File: src/rtl/sliced_subtractor_seq_if.sv
// Operand/result handshake bundle for sliced_subtractor_seq.
// The master side presents operands and consumes the difference.
// The slave side is the subtractor itself.
interface sliced_subtractor_seq_if #(
    parameter int WIDTH = 4
);

    logic             in_valid;
    logic             in_ready;
    logic [WIDTH-1:0] a;
    logic [WIDTH-1:0] b;
    logic             out_valid;
    logic             out_ready;
    logic [WIDTH:0]   diff;
    logic             busy;

    modport master (
        output in_valid,
        output a,
        output b,
        output out_ready,
        input  in_ready,
        input  out_valid,
        input  diff,
        input  busy
    );

    modport slave (
        input  in_valid,
        input  a,
        input  b,
        input  out_ready,
        output in_ready,
        output out_valid,
        output diff,
        output busy
    );

endinterface

File: src/rtl/sliced_subtractor_seq.sv
// Multi-cycle ripple-borrow subtractor.
// The block computes diff = a - b one SLICE-bit slice per clock, starting with the
// least significant slice. The borrow travels between slices in a register.
// The result is {final borrow, (a - b) mod 2^WIDTH}.
// WIDTH must be a multiple of SLICE.
// Optional feature, enabled by defining the macro SUB_SATURATE_EN: unsigned
// saturating subtract. When the final borrow is set, the whole result is
// forced to zero.
module sliced_subtractor_seq #(
    parameter int WIDTH = 4,
    parameter int SLICE = 2
) (
    input logic                    clk,
    input logic                    rst_n,
    sliced_subtractor_seq_if.slave bus
);

    localparam int NSLICE = WIDTH / SLICE;
    localparam int CNT_W  = (NSLICE > 1) ? $clog2(NSLICE) : 1;
    localparam logic [CNT_W-1:0] LAST_SLICE = CNT_W'(NSLICE - 1);

    typedef enum logic [1:0] {
        IDLE = 2'd0,
        BUSY = 2'd1,
        DONE = 2'd2
    } state_t;

    state_t           state;
    state_t           state_next;

    logic [WIDTH-1:0] a_reg;
    logic [WIDTH-1:0] b_reg;
    logic [WIDTH-1:0] result_reg;
    logic [WIDTH-1:0] result_next;
    logic [CNT_W-1:0] count;
    logic             borrow;
    logic [WIDTH:0]   diff_reg;
    logic [WIDTH:0]   diff_final;

    logic [SLICE-1:0] slice_a;
    logic [SLICE-1:0] slice_b;
    logic [SLICE-1:0] slice_d;
    logic             slice_bout;

    logic             accept;
    logic             last_slice;
    logic             release_result;

    // Handshake qualifiers.
    // The block accepts operands only while idle.
    // The result is released only while DONE is presented.
    always_comb begin
        accept         = bus.in_valid && (state == IDLE);
        release_result = bus.out_ready && (state == DONE);
        last_slice     = (count == LAST_SLICE);
    end

    // One slice of the ripple-borrow subtraction.
    // The slice is computed one bit wider than SLICE so that the top bit of
    // the result is the outgoing borrow.
    always_comb begin
        slice_a = a_reg[int'(count) * SLICE +: SLICE];
        slice_b = b_reg[int'(count) * SLICE +: SLICE];
        {slice_bout, slice_d} = {1'b0, slice_a} - {1'b0, slice_b} - {{SLICE{1'b0}}, borrow};
        result_next = result_reg;
        result_next[int'(count) * SLICE +: SLICE] = slice_d;
    end

    // The value loaded into diff when the last slice completes.
    // With saturation enabled, a final borrow clamps the result to zero.
    always_comb begin
        diff_final = {slice_bout, result_next};
`ifdef SUB_SATURATE_EN
        if (slice_bout) begin
            diff_final = '0;
        end
`endif
    end

    // State register.
    always_ff @(posedge clk or negedge rst_n) begin
        if (!rst_n) begin
            state <= IDLE;
        end else begin
            state <= state_next;
        end
    end

    // Next-state logic.
    // BUSY runs for exactly NSLICE cycles.
    // DONE waits for the consumer to take the result.
    always_comb begin
        state_next = state;
        case (state)
            IDLE: begin
                if (accept) begin
                    state_next = BUSY;
                end
            end
            BUSY: begin
                if (last_slice) begin
                    state_next = DONE;
                end
            end
            DONE: begin
                if (release_result) begin
                    state_next = IDLE;
                end
            end
            default: begin
                state_next = IDLE;
            end
        endcase
    end

    // Output decodes, driven purely from the registered state.
    // No input reaches an output combinationally.
    always_comb begin
        bus.in_ready  = (state == IDLE);
        bus.busy      = (state == BUSY);
        bus.out_valid = (state == DONE);
        bus.diff      = diff_reg;
    end

    // Datapath: operand capture, slice-by-slice result build-up, borrow chain.
    // The visible diff changes only on entry to DONE.
    always_ff @(posedge clk or negedge rst_n) begin
        if (!rst_n) begin
            a_reg      <= '0;
            b_reg      <= '0;
            result_reg <= '0;
            count      <= '0;
            borrow     <= 1'b0;
            diff_reg   <= '0;
        end else begin
            case (state)
                IDLE: begin
                    if (accept) begin
                        a_reg      <= bus.a;
                        b_reg      <= bus.b;
                        result_reg <= '0;
                        count      <= '0;
                        borrow     <= 1'b0;
                    end
                end
                BUSY: begin
                    result_reg <= result_next;
                    borrow     <= slice_bout;
                    if (last_slice) begin
                        count    <= '0;
                        diff_reg <= diff_final;
                    end else begin
                        count <= count + 1'b1;
                    end
                end
                default: begin
                end
            endcase
        end
    end

endmodule

File: src/flat_wrapper.sv
// flat-port wrapper written by rule: the top's interface ports become plain ports
module sliced_subtractor_seq_flat 
#(
    parameter int WIDTH = 4,
    parameter int SLICE = 2
)
  (clk, rst_n, bus_in_valid, bus_a, bus_b, bus_out_ready, bus_in_ready, bus_out_valid, bus_diff, bus_busy);
  sliced_subtractor_seq_if #(.WIDTH(WIDTH)) bus_i ();
  input logic clk;
  input logic rst_n;
  input wire logic [$bits(bus_i.in_valid)-1:0] bus_in_valid;
  input wire logic [$bits(bus_i.a)-1:0] bus_a;
  input wire logic [$bits(bus_i.b)-1:0] bus_b;
  input wire logic [$bits(bus_i.out_ready)-1:0] bus_out_ready;
  output wire logic [$bits(bus_i.in_ready)-1:0] bus_in_ready;
  output wire logic [$bits(bus_i.out_valid)-1:0] bus_out_valid;
  output wire logic [$bits(bus_i.diff)-1:0] bus_diff;
  output wire logic [$bits(bus_i.busy)-1:0] bus_busy;
  assign bus_i.in_valid = bus_in_valid;
  assign bus_i.a = bus_a;
  assign bus_i.b = bus_b;
  assign bus_i.out_ready = bus_out_ready;
  assign bus_in_ready = bus_i.in_ready;
  assign bus_out_valid = bus_i.out_valid;
  assign bus_diff = bus_i.diff;
  assign bus_busy = bus_i.busy;
  sliced_subtractor_seq #(.WIDTH(WIDTH), .SLICE(SLICE)) u_core (.clk(clk), .rst_n(rst_n), .bus(bus_i));
endmodule
File: config.mk
export PLATFORM = sky130hd
export DESIGN_NAME = sliced_subtractor_seq_flat
export DESIGN_NICKNAME = d
export VERILOG_FILES = /design/src/rtl/sliced_subtractor_seq_if.sv /design/src/rtl/sliced_subtractor_seq.sv /design/src/flat_wrapper.sv
export SDC_FILE = /design/constraint.sdc
export NUM_CORES = 1
export LEC_CHECK = 0
export BUFFER_PORTS_ARGS = -buffer_cell sky130_fd_sc_hd__buf_2
export CELL_PAD_IN_SITES_DETAIL_PLACEMENT = 1
export CELL_PAD_IN_SITES_GLOBAL_PLACEMENT = 1
export CORE_ASPECT_RATIO = 0.6
export CORE_MARGIN = 5
export CORE_UTILIZATION = 35
export CTS_CLUSTER_DIAMETER = 80
export DETAILED_ROUTE_END_ITERATION = 6
export PLACE_DENSITY_LB_ADDON = 0.1
export SKIP_CTS_REPAIR_TIMING = 1
export SYNTH_ARGS = -nofsm -noshare
export SYNTH_HDL_FRONTEND = slang
export SYNTH_SLANG_ARGS = --single-unit
export TNS_END_PERCENT = 10
File: constraint.sdc
create_clock -name clk -period 6.6 [get_ports clk]
set_input_delay 0.66 -clock clk [delete_from_list [all_inputs] [get_ports clk]]
set_output_delay 0.66 -clock clk [all_outputs]
set_load 0.1 [all_outputs]
== After elaboration in Yosys (flattened, before gate mapping) ==
Index checks and enable logic that the tools add are counted.

* Output and inout port bits: 8
* Input port bits: 12
* Register bits after elaboration: 21
* Logic and storage cells: 39

* Reductions and logical operators: 8
* Mux-type cells: 11
* Shifts and indexed selects: 4
* Equality and inequality tests: 5
* Add/subtract/negate cells: 4

{| class="wikitable"
|+ Operator list
! operator !! number
|-
| 2-bit negation with 33-bit output || 1
|-
| 2-bit by 33-bit variable shift with 4-bit output, first input constant || 1
|-
| 2-bit by 33-bit variable part select with 4-bit output || 1
|-
| 4-bit case mux with 2 select lines || 1
|-
| 4-bit by 3-bit variable part select with 2-bit output || 2
|-
| 2-bit 2-to-1 mux || 3
|-
| 2-bit by 1-bit != test with 1-bit output, second input constant || 3
|-
| 2-bit case mux with 3 select lines || 1
|-
| 2-bit AND reduction || 3
|-
| 4-bit bitwise mux || 1
|-
| 4-bit 2-to-1 mux || 1
|-
| 1-bit case mux with 2 select lines || 2
|-
| 3-bit AND reduction || 1
|-
| 2-bit by 2-bit subtractor with 3-bit output || 1
|-
| 3-bit by 1-bit subtractor with 3-bit output || 1
|-
| 2-bit by 1-bit equality test with 1-bit output, second input constant || 1
|-
| 2-bit equality test, second input constant || 1
|-
| 1-bit logical AND || 2
|-
| 2-bit logical NOT || 1
|-
| 1-bit 2-to-1 mux || 2
|-
| 2-bit nonzero test || 1
|-
| 1-bit adder, second input constant || 1
|}

== Depth between registers and ports, before layout ==
Gate-level depths: netlist of run 1.

* Word-level depth: 6
* Mapped depth: 7
* Depth with buffers taken out: 6

== Worst setup path after synthesis of run 1 ==
Ideal clock, no wire load.

* Path kind: reg2out
* Start point: register u_core.state[0]
* End point: output bus_in_ready
* Data arrival time: 1.829 ns
* Buffers on the path: 1
* Stages on the path, launching flop included: 3
* Path slack: 4.111 ns
* Cells stage by stage: dfrtp_1 > clkbuf_2 > nor2_1

* Word-level cells in the longest chain between the ends: 1

{| class="wikitable"
|+ Ends and longest elaborated chain
! what !! RTL line !! RTL
|-
| from (decl) || sliced_subtractor_seq.sv:28 || <nowiki>state_t state;</nowiki>
|-
| from (signal assigned) || sliced_subtractor_seq.sv:85 || <nowiki>state <= state_next;</nowiki>
|-
| 2-bit logical NOT || sliced_subtractor_seq.sv:119 || <nowiki>bus.in_ready = (state == IDLE);</nowiki>
|-
| to (decl) || flat_wrapper.sv:15 || <nowiki>output wire logic [$bits(bus_i.in_ready)-1:0] bus_in_ready;</nowiki>
|}

No other way between the ends.

== Worst setup path after layout of run 1 ==
* Start point: register u_core.count
* End point: register u_core.result_reg[1]

* Word-level cells in the longest chain between the ends: 6
* Elaborated cells between the ends (all ways): 9

{| class="wikitable"
|+ Ends and longest elaborated chain
! what !! RTL line !! RTL
|-
| from (decl) || sliced_subtractor_seq.sv:35 || <nowiki>logic [CNT_W-1:0] count;</nowiki>
|-
| from (signal assigned) || sliced_subtractor_seq.sv:153 || <nowiki>count <= count + 1'b1;</nowiki>
|-
| 4-bit by 3-bit variable part select with 2-bit output, on equally long branches || sliced_subtractor_seq.sv:62, sliced_subtractor_seq.sv:63 ||
|-
| 2-bit by 2-bit subtractor with 3-bit output || sliced_subtractor_seq.sv:64 || <nowiki>{slice_bout, slice_d} = {1'b0, slice_a} - {1'b0, slice_b} - {{SLICE{1'b0}}, borrow};</nowiki>
|-
| 3-bit by 1-bit subtractor with 3-bit output || sliced_subtractor_seq.sv:64 ||
|-
| 2-bit by 33-bit variable part select with 4-bit output || sliced_subtractor_seq.sv:66 || <nowiki>result_next[int'(count) * SLICE +: SLICE] = slice_d;</nowiki>
|-
| 4-bit bitwise mux (*) || sliced_subtractor_seq.sv:66 ||
|-
| 4-bit case mux with 2 select lines (*) || sliced_subtractor_seq.sv:136 || <nowiki>case (state)</nowiki>
|-
| to (signal assigned) || sliced_subtractor_seq.sv:147 || <nowiki>result_reg <= result_next;</nowiki>
|-
| to (decl) || sliced_subtractor_seq.sv:33 || <nowiki>logic [WIDTH-1:0] result_reg;</nowiki>
|}

Every way passes the cells marked *; elsewhere a longest branch is shown, timed or not.
A chain may end at the register's enable or synchronous reset.

==> results of run 1 <==
-- worst min path at each step --
| stage | from | endpoint | depth (start not counted) |
|---|---|---|---|
| 6_report | rst_n | u_core.a_reg[2] | 1 |
| 5_1_grt | rst_n | u_core.a_reg[1] | 1 |
| 4_1_cts | rst_n | u_core.bus.diff[1] | 1 |
| 3_5_place_dp | u_core.bus.diff[2] | u_core.bus.diff[2] | 1 |
| 3_3_place_gp | u_core.bus.diff[1] | u_core.bus.diff[1] | 1 |
| 2_1_floorplan | rst_n | u_core.a_reg[0] | 0 |
-- routing by layer --
layer	wire [um]	global-route usage	vias up
met2	765	0.1414	11
li1	-	-	259
met3	80	0.04527	4
met1	874	0.1572	285
met4	19	0.02663	0
met5	0	0	-
-- layout make-up --
type	instances	area [um^2]	area share
clock buffer	4	45.04	0.04332
tap	32	40.04	0.03851
inverter	3	11.26	0.01083
timing repair buffer	19	95.09	0.09146
multi-input combinational	37	372.9	0.3586
sequential	19	475.5	0.4573
-- placed cells by master, fill, tap and decap left out, drive strengths merged --
| master | Yosys | routed |
|---|---|---|
| buf | 2 | 19 |
| dfrtp | 19 | 19 |
| mux2 | 14 | 14 |
| clkbuf | 1 | 4 |
| inv | 3 | 3 |
| mux2i | 2 | 2 |
| and2b | 2 | 2 |
| nor2 | 2 | 2 |
| nor2b | 2 | 2 |
| and3 | 2 | 2 |
| a221o | 2 | 2 |
| a32o | 2 | 2 |
| fa | 2 | 2 |
| or2b | 1 | 1 |
| o21bai | 1 | 1 |
| nand3b | 1 | 1 |
| nor3b | 1 | 1 |
| o21ai | 1 | 1 |
| a22o | 1 | 1 |
| o21ba | 1 | 1 |
-- cells in the mapped netlist (all sizes together) --
cell type / count / area, um^2
a221o: 2 / 20.02
a22o: 1 / 8.760
a32o: 2 / 20.02
and2b: 2 / 17.52
and3: 2 / 12.51
buf: 2 / 16.26
clkbuf: 1 / 5.000
dfrtp: 19 / 475.5
fa: 2 / 40.04
inv: 3 / 11.26
mux2: 14 / 157.7
mux2i: 2 / 20.02
nand3b: 1 / 7.510
nor2: 2 / 7.510
nor2b: 2 / 12.51
nor3b: 1 / 18.77
o21ai: 1 / 5.000
o21ba: 1 / 10.01
o21bai: 1 / 7.510
or2b: 1 / 7.510
-- metrics by stage --
stage	worst slack [ns]	std cells
after global placement	4.207	110
after floorplan	4.111	62
final	4.121	114
after global routing	4.020	114
after CTS	4.100	114
after detailed placement	4.104	110
-- cell families (layout without fill, tap and decap cells) --
| kind of cell | count (synthesis) | count (layout) | share of synthesized area |
|---|---|---|---|
| compound gates | 8 | 8 | 0.08097 |
| fa+ha+maj | 2 | 2 | 0.04546 |
| buf+inv | 6 | 26 | 0.03692 |
| flops | 19 | 19 | 0.5398 |
| mux | 16 | 16 | 0.2017 |
| simple gates | 11 | 11 | 0.09518 |
==> summary.txt, run 1 <==
Run status
  • Outcome: finished, final reports clean

Die
  • # IOs: 20
  • Die Ht: 48.86 um
  • Core footprint: 2452 um^2
  • Die Width: 74.77 um
  • Site Rows: 14
  • Full die area: 3653 um^2
  • Initial core utilization: 0.3592

Timing
  • Period utilization: 0.3757
  • Hold Fails Final Rpt: 0
  • Min Hold Slack: 0.3403 ns
  • Fin crit period: 2.479 ns
  • Final setup violation count: 0
  • Slew @ Worst Pin: 0.4876 ns
  • FMAX: 403.3 MHz
  • RSZ-0062 raised after global routing: false
  • Final Slew Violations: 0
  • Max-slew headroom: 0.6772
  • Setup TNS: 0 ns
  • Worst clock skew: 0.003765 ns

Setup path
  • Instance count on the critical path: 6
  • Crit path from: u_core.count
  • Critical Path End: u_core.result_reg[1]
  • WP buf/inv: 1
  • CP endpoint kind: flip-flop
  • Setup CP Type: reg -> reg
  • Slowest cell on crit path: dfrtp_1
  • R2R cell count: 6
  • Top cell by count, worst path: fa_1
  • RR Endpoint: u_core.result_reg[1]
  • CP startpoint kind: flip-flop
  • Top delay family on crit path: adder cells
  • Critical path arrival: 2.62 ns
  • Worst EP required: 6.74 ns
  • RR Startpoint: u_core.count
  • Worst-path cell chain: mux2_2 > fa_1 > inv_1 > fa_1 > and2b_2 > a221o_1
  • Crit path max fanout: 11
  • FF-to-FF setup slack: 4.12 ns
  • Max stage delay on crit path: 0.59 ns

Clock network
  • Num CTS Buffers: 3
  • Clock sink count: 19
  • Clk slew on worst S/H paths: 0.07 ns
  • H-tree depth: 1
  • Max Root-Sink Buffers: 2
  • Root Buffer: clkbuf_8
  • CTS tree: yes
  • Clock Latency Late Sink: 0.25 ns

Layout
  • Layout cells sized above 1: 0.4878
  • # diodes: 0
  • Post-route cell area: 1040 um^2
  • Post-layout net count: 97
  • Fill cells: 270
  • Fin util: 0.4240
  • Max reg flops: 5
  • Synth-to-layout area growth: 18.04%

Route
  • Routed via count: 559
  • Drc violations: 0
  • Drt pass-1 iters: 4
  • Post-route ant nets: 0
  • WL per Instance: 15.25 um
  • DR vias/cell: 4.904
  • Wirelength, routed: 1739 um
  • Initial DRC Count: 23

Global route
  • All-layer global routing usage: 0.1067
  • Largest net degree at the start of global routing: 20
  • First-pass GRT wire length: 2911 um
  • Initial antenna violation count: 0
  • Final global-route overflow total: 0
  • Vias in the first global route: 590

Hold path
  • Hold Path Class: in -> async

Synthesis
  • Synthesized flop and latch total: 19
  • Syn Inst Count: 62
  • Library cells used by synthesis: 21
  • Post-synthesis sequential area ratio: 0.5398
  • Total of warnings raised by yosys: 0
  • Syn_area_per_cell: 14.21 um^2
  • Syn_nets: 76
  • Syn Std Cell Area: 880.8 um^2

Placed design
  • Placer Congestion: 0.7230
  • Area after DPL: 994.7 um^2
  • Port Buf Inserts: 19
  • DP HPWL: 1377 um

Run
  • Max-Cap Viols: 0
Power of run 1 is left out: the tool's default activity adds up to more than one toggle a clock period on the data nets, which glitch-free logic cannot reach.
==> run 2, diff against run 1 <==
==> constraint.sdc (replaced) <==
create_clock -name clk -period 2 [get_ports clk]
set_input_delay 0.2 -clock clk [delete_from_list [all_inputs] [get_ports clk]]
set_output_delay 0.2 -clock clk [all_outputs]
set_load 0.1 [all_outputs]
==> run 2 against run 1 <==
  * The run now ends with setup timing left
  * Sequential share of layout area fell by 1.4 points
  * Via count rose by 1.4%
  * Global-route usage rose by 0.40 points
  * Worst hold slack got worse by 0.22 ns
  * First-iteration DRC count rose by 13%
  * Wire length rose by 2.3%
  * Final area rose by 3.1%
  * Critical path type unchanged
  * Maximum frequency rose by 15%
  * Highest routed layer unchanged
  * Non-clock buffer count rose by 3
==> summary.txt, run 2 (synthesized netlist as in run 1, its figures left out) <==
Placed design
  • Placer Congestion: 0.6834 (-5.5%)
  • Port Buf Inserts: 19 (unchanged)
  • Place WS: -0.1697 ns (-4.274 ns)
  • Placed cells: 112 (+1.8%)
  • DP HPWL: 1414 um (+2.7%)

Timing
  • RSZ-0062 raised after global routing: true
  • Worst clock skew: 0.01077 ns (+0.007001 ns)
  • FMAX: 464.2 MHz (+15%)
  • Final setup violation count: 2 (+2)
  • Max-slew headroom: 0.6775 (about the same)
  • Period utilization: 1.077 (+0.7014)
  • Fin worst setup slack: -0.1541 ns (-4.275 ns)
  • Hold Fails Final Rpt: 0 (unchanged)
  • Slew @ Worst Pin: 0.4871 ns (-0.0005043 ns)
  • Final Slew Violations: 0 (unchanged)
  • Fin crit period: 2.154 ns (-0.3253 ns)

Route
  • Post-route ant nets: 0 (unchanged)
  • Initial DRC Count: 26 (+13%)
  • Drc violations: 0 (unchanged)
  • Wirelength, routed: 1779 um (+2.3%)
  • DR vias/cell: 4.846 (-1.2%)
  • Drt pass-1 iters: 4 (unchanged)
  • WL per Instance: 15.21 um (-0.32%)
  • Routed via count: 567 (+1.4%)

Die
  • Full die area: 3653 um^2 (unchanged)
  • # IOs: 20 (unchanged)
  • Site Rows: 14 (unchanged)
  • Die Width: 74.77 um (unchanged)
  • Die Ht: 48.86 um (unchanged)
  • Core footprint: 2452 um^2 (unchanged)
  • Initial core utilization: 0.3592 (unchanged)

Clock network
  • H-tree depth: 1 (unchanged)
  • CTS tree: yes
  • Clk slew on worst S/H paths: 0.08 ns (about the same)
  • Max Root-Sink Buffers: 2 (unchanged)
  • Clock Latency Late Sink: 0.26 ns (about the same)
  • Clock sink count: 19 (unchanged)
  • Num CTS Buffers: 3 (unchanged)
  • Root Buffer: clkbuf_8

Layout
  • Register area: 475.5 um^2 (unchanged)
  • Area of the multi-input gates: 379.1 um^2 (+1.7%)
  • Layout cells sized above 1: 0.5294 (+0.04161)
  • Post-layout net count: 100 (+3.1%)
  • Max reg flops: 5 (unchanged)
  • Synth-to-layout area growth: 21.73%
  • Post-route non-filler standard cell count: 117 (+2.6%)
  • Commonest non-fill, non-tap cells in the layout: buf_2 (19), dfrtp_1 (19), mux2_2 (13), clkbuf_8 (3)
  • Fill cells: 281 (+4.1%)
  • # diodes: 0 (unchanged)

Global route
  • Largest net degree at the start of global routing: 20 (unchanged)
  • Final global-route overflow total: 0 (unchanged)
  • Vias in the first global route: 619 (+4.9%)
  • All-layer global routing usage: 0.1106 (+0.003951)
  • First-pass GRT wire length: 3070 um (+5.5%)
  • Initial antenna violation count: 0 (unchanged)

Setup path
  • Critical path arrival: 2.30 ns (-0.32 ns)
  • Worst EP required: 2.14 ns (-4.60 ns)
  • Crit path max fanout: 2 (-9)
  • Setup CP Type: reg -> reg
  • FF-to-FF setup slack: -0.15 ns (-4.27 ns)
  • CP startpoint kind: flip-flop
  • CP endpoint kind: flip-flop

Hold path
  • Hold Path Class: in -> reg

Run
  • Max-Cap Viols: 0 (unchanged)

Run status
  • Failing checks: setup timing
  • Outcome: complete, but fails checks
## run 2: changes by cell type in the layout (fill, tap and decap cells not counted)
| cell | change |
|---|---|
| inv_2 | +1 |
| mux2_2 | -1 |
| mux2_4 | +1 |
| dlygate4sd3_1 | +1 |
| clkbuf_1 | -1 |
| clkinv_2 | +1 |
| buf_4 | +2 |
| fa_2 | +1 |
| inv_1 | -1 |
| fa_1 | -1 |
## run 2: metal layers
layer | GRT usage | wire length [um]
met3 | 0.05144 | 101
met1 | 0.1527 | 844
met2 | 0.1603 | 825
met5 | 0 | 0
met4 | 0.01775 | 8
## run 2: worst paths after layout
check / startpoint / cells after the start / to
min in group asynchronous: rst_n / 2 / u_core.b_reg[0]
min: bus_out_ready / 2 / u_core.state[1]
max: u_core.count / 6 / u_core.result_reg[1]
max reg2reg: u_core.count / 6 / u_core.result_reg[1]
max in group asynchronous: rst_n / 2 / u_core.b_reg[3]
min reg2reg: u_core.bus.diff[2] / 1 / u_core.bus.diff[2]
## run 2: stage by stage
stage | area [um^2] | TNS, ns | hold slack [ns] | util
final | 1072 | -0.2725 | 0.1235 | 0.4372
after global routing | 1072 | -0.3764 | 0.1102 | 0.4372
after CTS | 1062 | -0.3358 | -0.1153 | 0.4332
after detailed placement | 1016 | -0.2943 | 0.1686 | 0.4143
after global placement | 1016 | -0.1497 | 0.1706 | 0.4143
after floorplan | 893.4 | -0.3971 | -0.09559 | -
## run 2: worst max-delay path, stage by stage, from the launching register on
cell and delay, ns:
dfrtp_1 0.41, mux2_4 0.32, fa_2 0.36, inv_2 0.06
fa_1 0.39, and2b_2 0.21, a221o_1 0.30
## run 2: final cells by class
class	instances	area share
clock buffer	3	0.03851
clock inverter	1	0.004667
inverter	3	0.01050
multi-input combinational	37	0.3536
sequential	19	0.4434
tap	32	0.03734
timing repair buffer	22	0.1120
Power of run 2 is left out for the same reason.
==> run 3, diff against run 2 <==
--- a/config.mk
+++ b/config.mk
@@ -5,12 +5,13 @@
 export SDC_FILE = /design/constraint.sdc
 export NUM_CORES = 1
 export LEC_CHECK = 0
+export ABC_AREA = 1
 export BUFFER_PORTS_ARGS = -buffer_cell sky130_fd_sc_hd__buf_2
 export CELL_PAD_IN_SITES_DETAIL_PLACEMENT = 1
 export CELL_PAD_IN_SITES_GLOBAL_PLACEMENT = 1
 export CORE_ASPECT_RATIO = 0.6
 export CORE_MARGIN = 5
-export CORE_UTILIZATION = 35
+export CORE_UTILIZATION = 34
 export CTS_CLUSTER_DIAMETER = 80
 export DETAILED_ROUTE_END_ITERATION = 6
 export PLACE_DENSITY_LB_ADDON = 0.1
==> run 3 against run 2 <==
  * The run now ends clean
  * Clock skew fell by 0.0086 ns
  * Setup slack gained 0.28 ns
  * Global-route usage grew 1.7 points
  * Largest cell class unchanged
==> summary.txt, run 3 <==
Run status
  • Outcome: finished, final reports clean

Placed design
  • Placed cells: 156 (+39%)
  • Placer Congestion: 0.6861 (+0.40%)
  • Port Buf Inserts: 19 (unchanged)
  • Place WS: 0.05884 ns (+0.2285 ns)
  • DP HPWL: 1730 um (+22%)

Global route
  • Initial antenna violation count: 0 (unchanged)
  • Largest net degree at the start of global routing: 20 (unchanged)
  • All-layer global routing usage: 0.1281 (+0.01748)
  • Vias in the first global route: 776 (+25%)
  • Final global-route overflow total: 0 (unchanged)
  • First-pass GRT wire length: 3808 um (+24%)

Synthesis
  • Syn Inst Count: 106 (+71%)
  • Total of warnings raised by yosys: 0 (unchanged)
  • Syn_area_per_cell: 8.404 um^2 (-41%)
  • Synth top area share: 0.5337 (-0.006065)
  • Synthesized flop and latch total: 19 (unchanged)
  • Library cells used by synthesis: 14 (-33%)
  • Post-synthesis sequential area ratio: 0.5337 (-0.006065)
  • Syn_nets: 120 (+58%)
  • Post-synth top cells: nand2_1 (50), dfrtp_1 (19), nand3_1 (14)
  • Syn Std Cell Area: 890.9 um^2 (+1.1%)
  • Area leader, netlist: dfrtp_1
  • EDFF count, synth: 0 (unchanged)
  • Top area cells in the synthesized netlist: dfrtp_1 (53%), nand2_1 (21%), nand3_1 (7.9%), fa_1 (4.5%), inv_1 (2.5%)
  • Cell with the most instances after synthesis: nand2_1
  • Top_reg_cell synth: dfrtp_1
  • Asr flop ratio synth: 1.000 (unchanged)

Timing
  • Worst clock skew: 0.002171 ns (-0.008596 ns)
  • Setup TNS: 0 ns (+0.2725 ns)
  • Final setup violation count: 0 (-2)
  • Slew @ Worst Pin: 0.4904 ns (+0.003296 ns)
  • Hold Fails Final Rpt: 0 (unchanged)
  • Final Slew Violations: 0 (unchanged)
  • RSZ-0062 raised after global routing: false
  • FMAX: 534.5 MHz (+15%)
  • Fin worst setup slack: 0.1293 ns (+0.2834 ns)
  • Period utilization: 0.9354 (-0.1417)
  • Fin crit period: 1.871 ns (-0.2834 ns)
  • Max-slew headroom: 0.6753 (-0.002182)

Setup path
  • Top cell by count, worst path: nand2_1
  • Max stage delay on crit path: 0.46 ns (+0.05 ns)
  • CP endpoint kind: flip-flop
  • Crit path max fanout: 7 (+5)
  • Slowest cell on crit path: fa_1
  • CP startpoint kind: flip-flop
  • Setup CP Type: reg -> reg
  • Worst-path cell chain: or2_2 > o21ai_2 > fa_2 > inv_1 > fa_1 > nand2_1 > nand2_1 > nand2_1 > nand2_1
  • Top delay family on crit path: adder cells
  • WP buf/inv: 1 (unchanged)
  • Worst EP required: 2.16 ns (+0.02 ns)
  • Critical path arrival: 2.03 ns (-0.27 ns)

Clock network
  • H-tree depth: 1 (unchanged)
  • Clock Latency Late Sink: 0.26 ns (about the same)
  • Root Buffer: clkbuf_8
  • Clock sink count: 19 (unchanged)
  • Max Root-Sink Buffers: 2 (unchanged)
  • CTS tree: yes
  • Clk slew on worst S/H paths: 0.07 ns (about the same)
  • Num CTS Buffers: 3 (unchanged)

Run
  • Max-Cap Viols: 0 (unchanged)

Layout
  • Post-route non-filler standard cell count: 162 (+38%)
  • Register area: 476.7 um^2 (+0.26%)
  • Synth-to-layout area growth: 22.61%
  • Fin util: 0.4361 (-0.001181)
  • Commonest non-fill, non-tap cells in the layout: nand2_1 (50), buf_2 (19), dfrtp_1 (18), nand3_1 (14), inv_1 (6)
  • Area of the multi-input gates: 369.1 um^2 (-2.6%)
  • # diodes: 0 (unchanged)
  • Layout cells sized above 1: 0.2769 (-0.2525)
  • Post-layout net count: 145 (+45%)
  • Commonest non-fill, non-tap cell in the layout: nand2_1
  • Max reg flops: 5 (unchanged)
  • Fill cells: 319 (+14%)

Die
  • Die Width: 76.08 um (+1.8%)
  • Die Ht: 49.65 um (+1.6%)
  • Initial core utilization: 0.3556 (-0.003540)
  • Site Rows: 14 (unchanged)
  • Core footprint: 2505 um^2 (+2.1%)
  • # IOs: 20 (unchanged)
  • Full die area: 3777 um^2 (+3.4%)

Route
  • Routed via count: 748 (+32%)
  • Wirelength, routed: 2200 um (+24%)
  • Drt pass-1 iters: 4 (unchanged)
  • WL per Instance: 13.58 um (-11%)
  • Drc violations: 0 (unchanged)
  • Initial DRC Count: 44 (+69%)
  • Post-route ant nets: 0 (unchanged)
  • DR vias/cell: 4.617 (-4.7%)

Hold path
  • Hold Path Class: in -> reg
[run 3: cell count changes after synthesis, moves of 3 or more]
cell | previous run | this run
nand2_1 | 0 | 50
mux2_2 | 14 | 0
nand3_1 | 0 | 14
inv_1 | 3 | 6
o21ai_0 | 1 | 4
[run 3: final timing paths]
path	from	depth (start not counted)	to	slack [ns]
min in group asynchronous	rst_n	2	u_core.a_reg[3]	0.40
hold reg to reg	u_core.b_reg[3]	2	u_core.b_reg[3]	0.48
hold / removal	bus_out_ready	2	u_core.state[1]	0.12
max in group asynchronous	rst_n	2	u_core.count	1.27
setup reg to reg	u_core.count	9	u_core.result_reg[1]	0.13
setup / recovery	u_core.count	9	u_core.result_reg[1]	0.13
[run 3: cell type report]
cell class                      instances  area share
Tap cell                               32     0.03666
Sequential cell                        19      0.4364
Timing Repair Buffer                   24      0.1237
Multi-Input combinational cell         76      0.3379
Inverter                                7     0.02405
Clock buffer                            4     0.04124
[run 3: logic make-up after synthesis]
family,count (synthesis),synth area share
AND/OR/NAND/NOR,69,0.3301
flip-flops,19,0.5337
buffers and inverters,11,0.05898
AO/OA/AOI/OAI,5,0.03231
adder cells (fa/ha/maj),2,0.04495
[run 3: through the flow]
step	cell area [um^2]	hold slack, ns
2_1_floorplan	890.9	-0.09559
3_3_place_gp	1022	0.1666
3_5_place_dp	1022	0.1788
4_1_cts	1067	-0.1138
5_1_grt	1092	0.1274
6_report	1092	0.1212
[run 3: layer usage]
| layer | vias to the layer above | routed length [um] | global-route usage |
|---|---|---|---|
| met5 | - | 0 | 0 |
| met3 | 2 | 105 | 0.04727 |
| li1 | 376 | - | - |
| met1 | 358 | 1074 | 0.1637 |
| met4 | 0 | 17 | 0.03488 |
| met2 | 12 | 1003 | 0.2045 |
Power of run 3 is left out for the same reason.
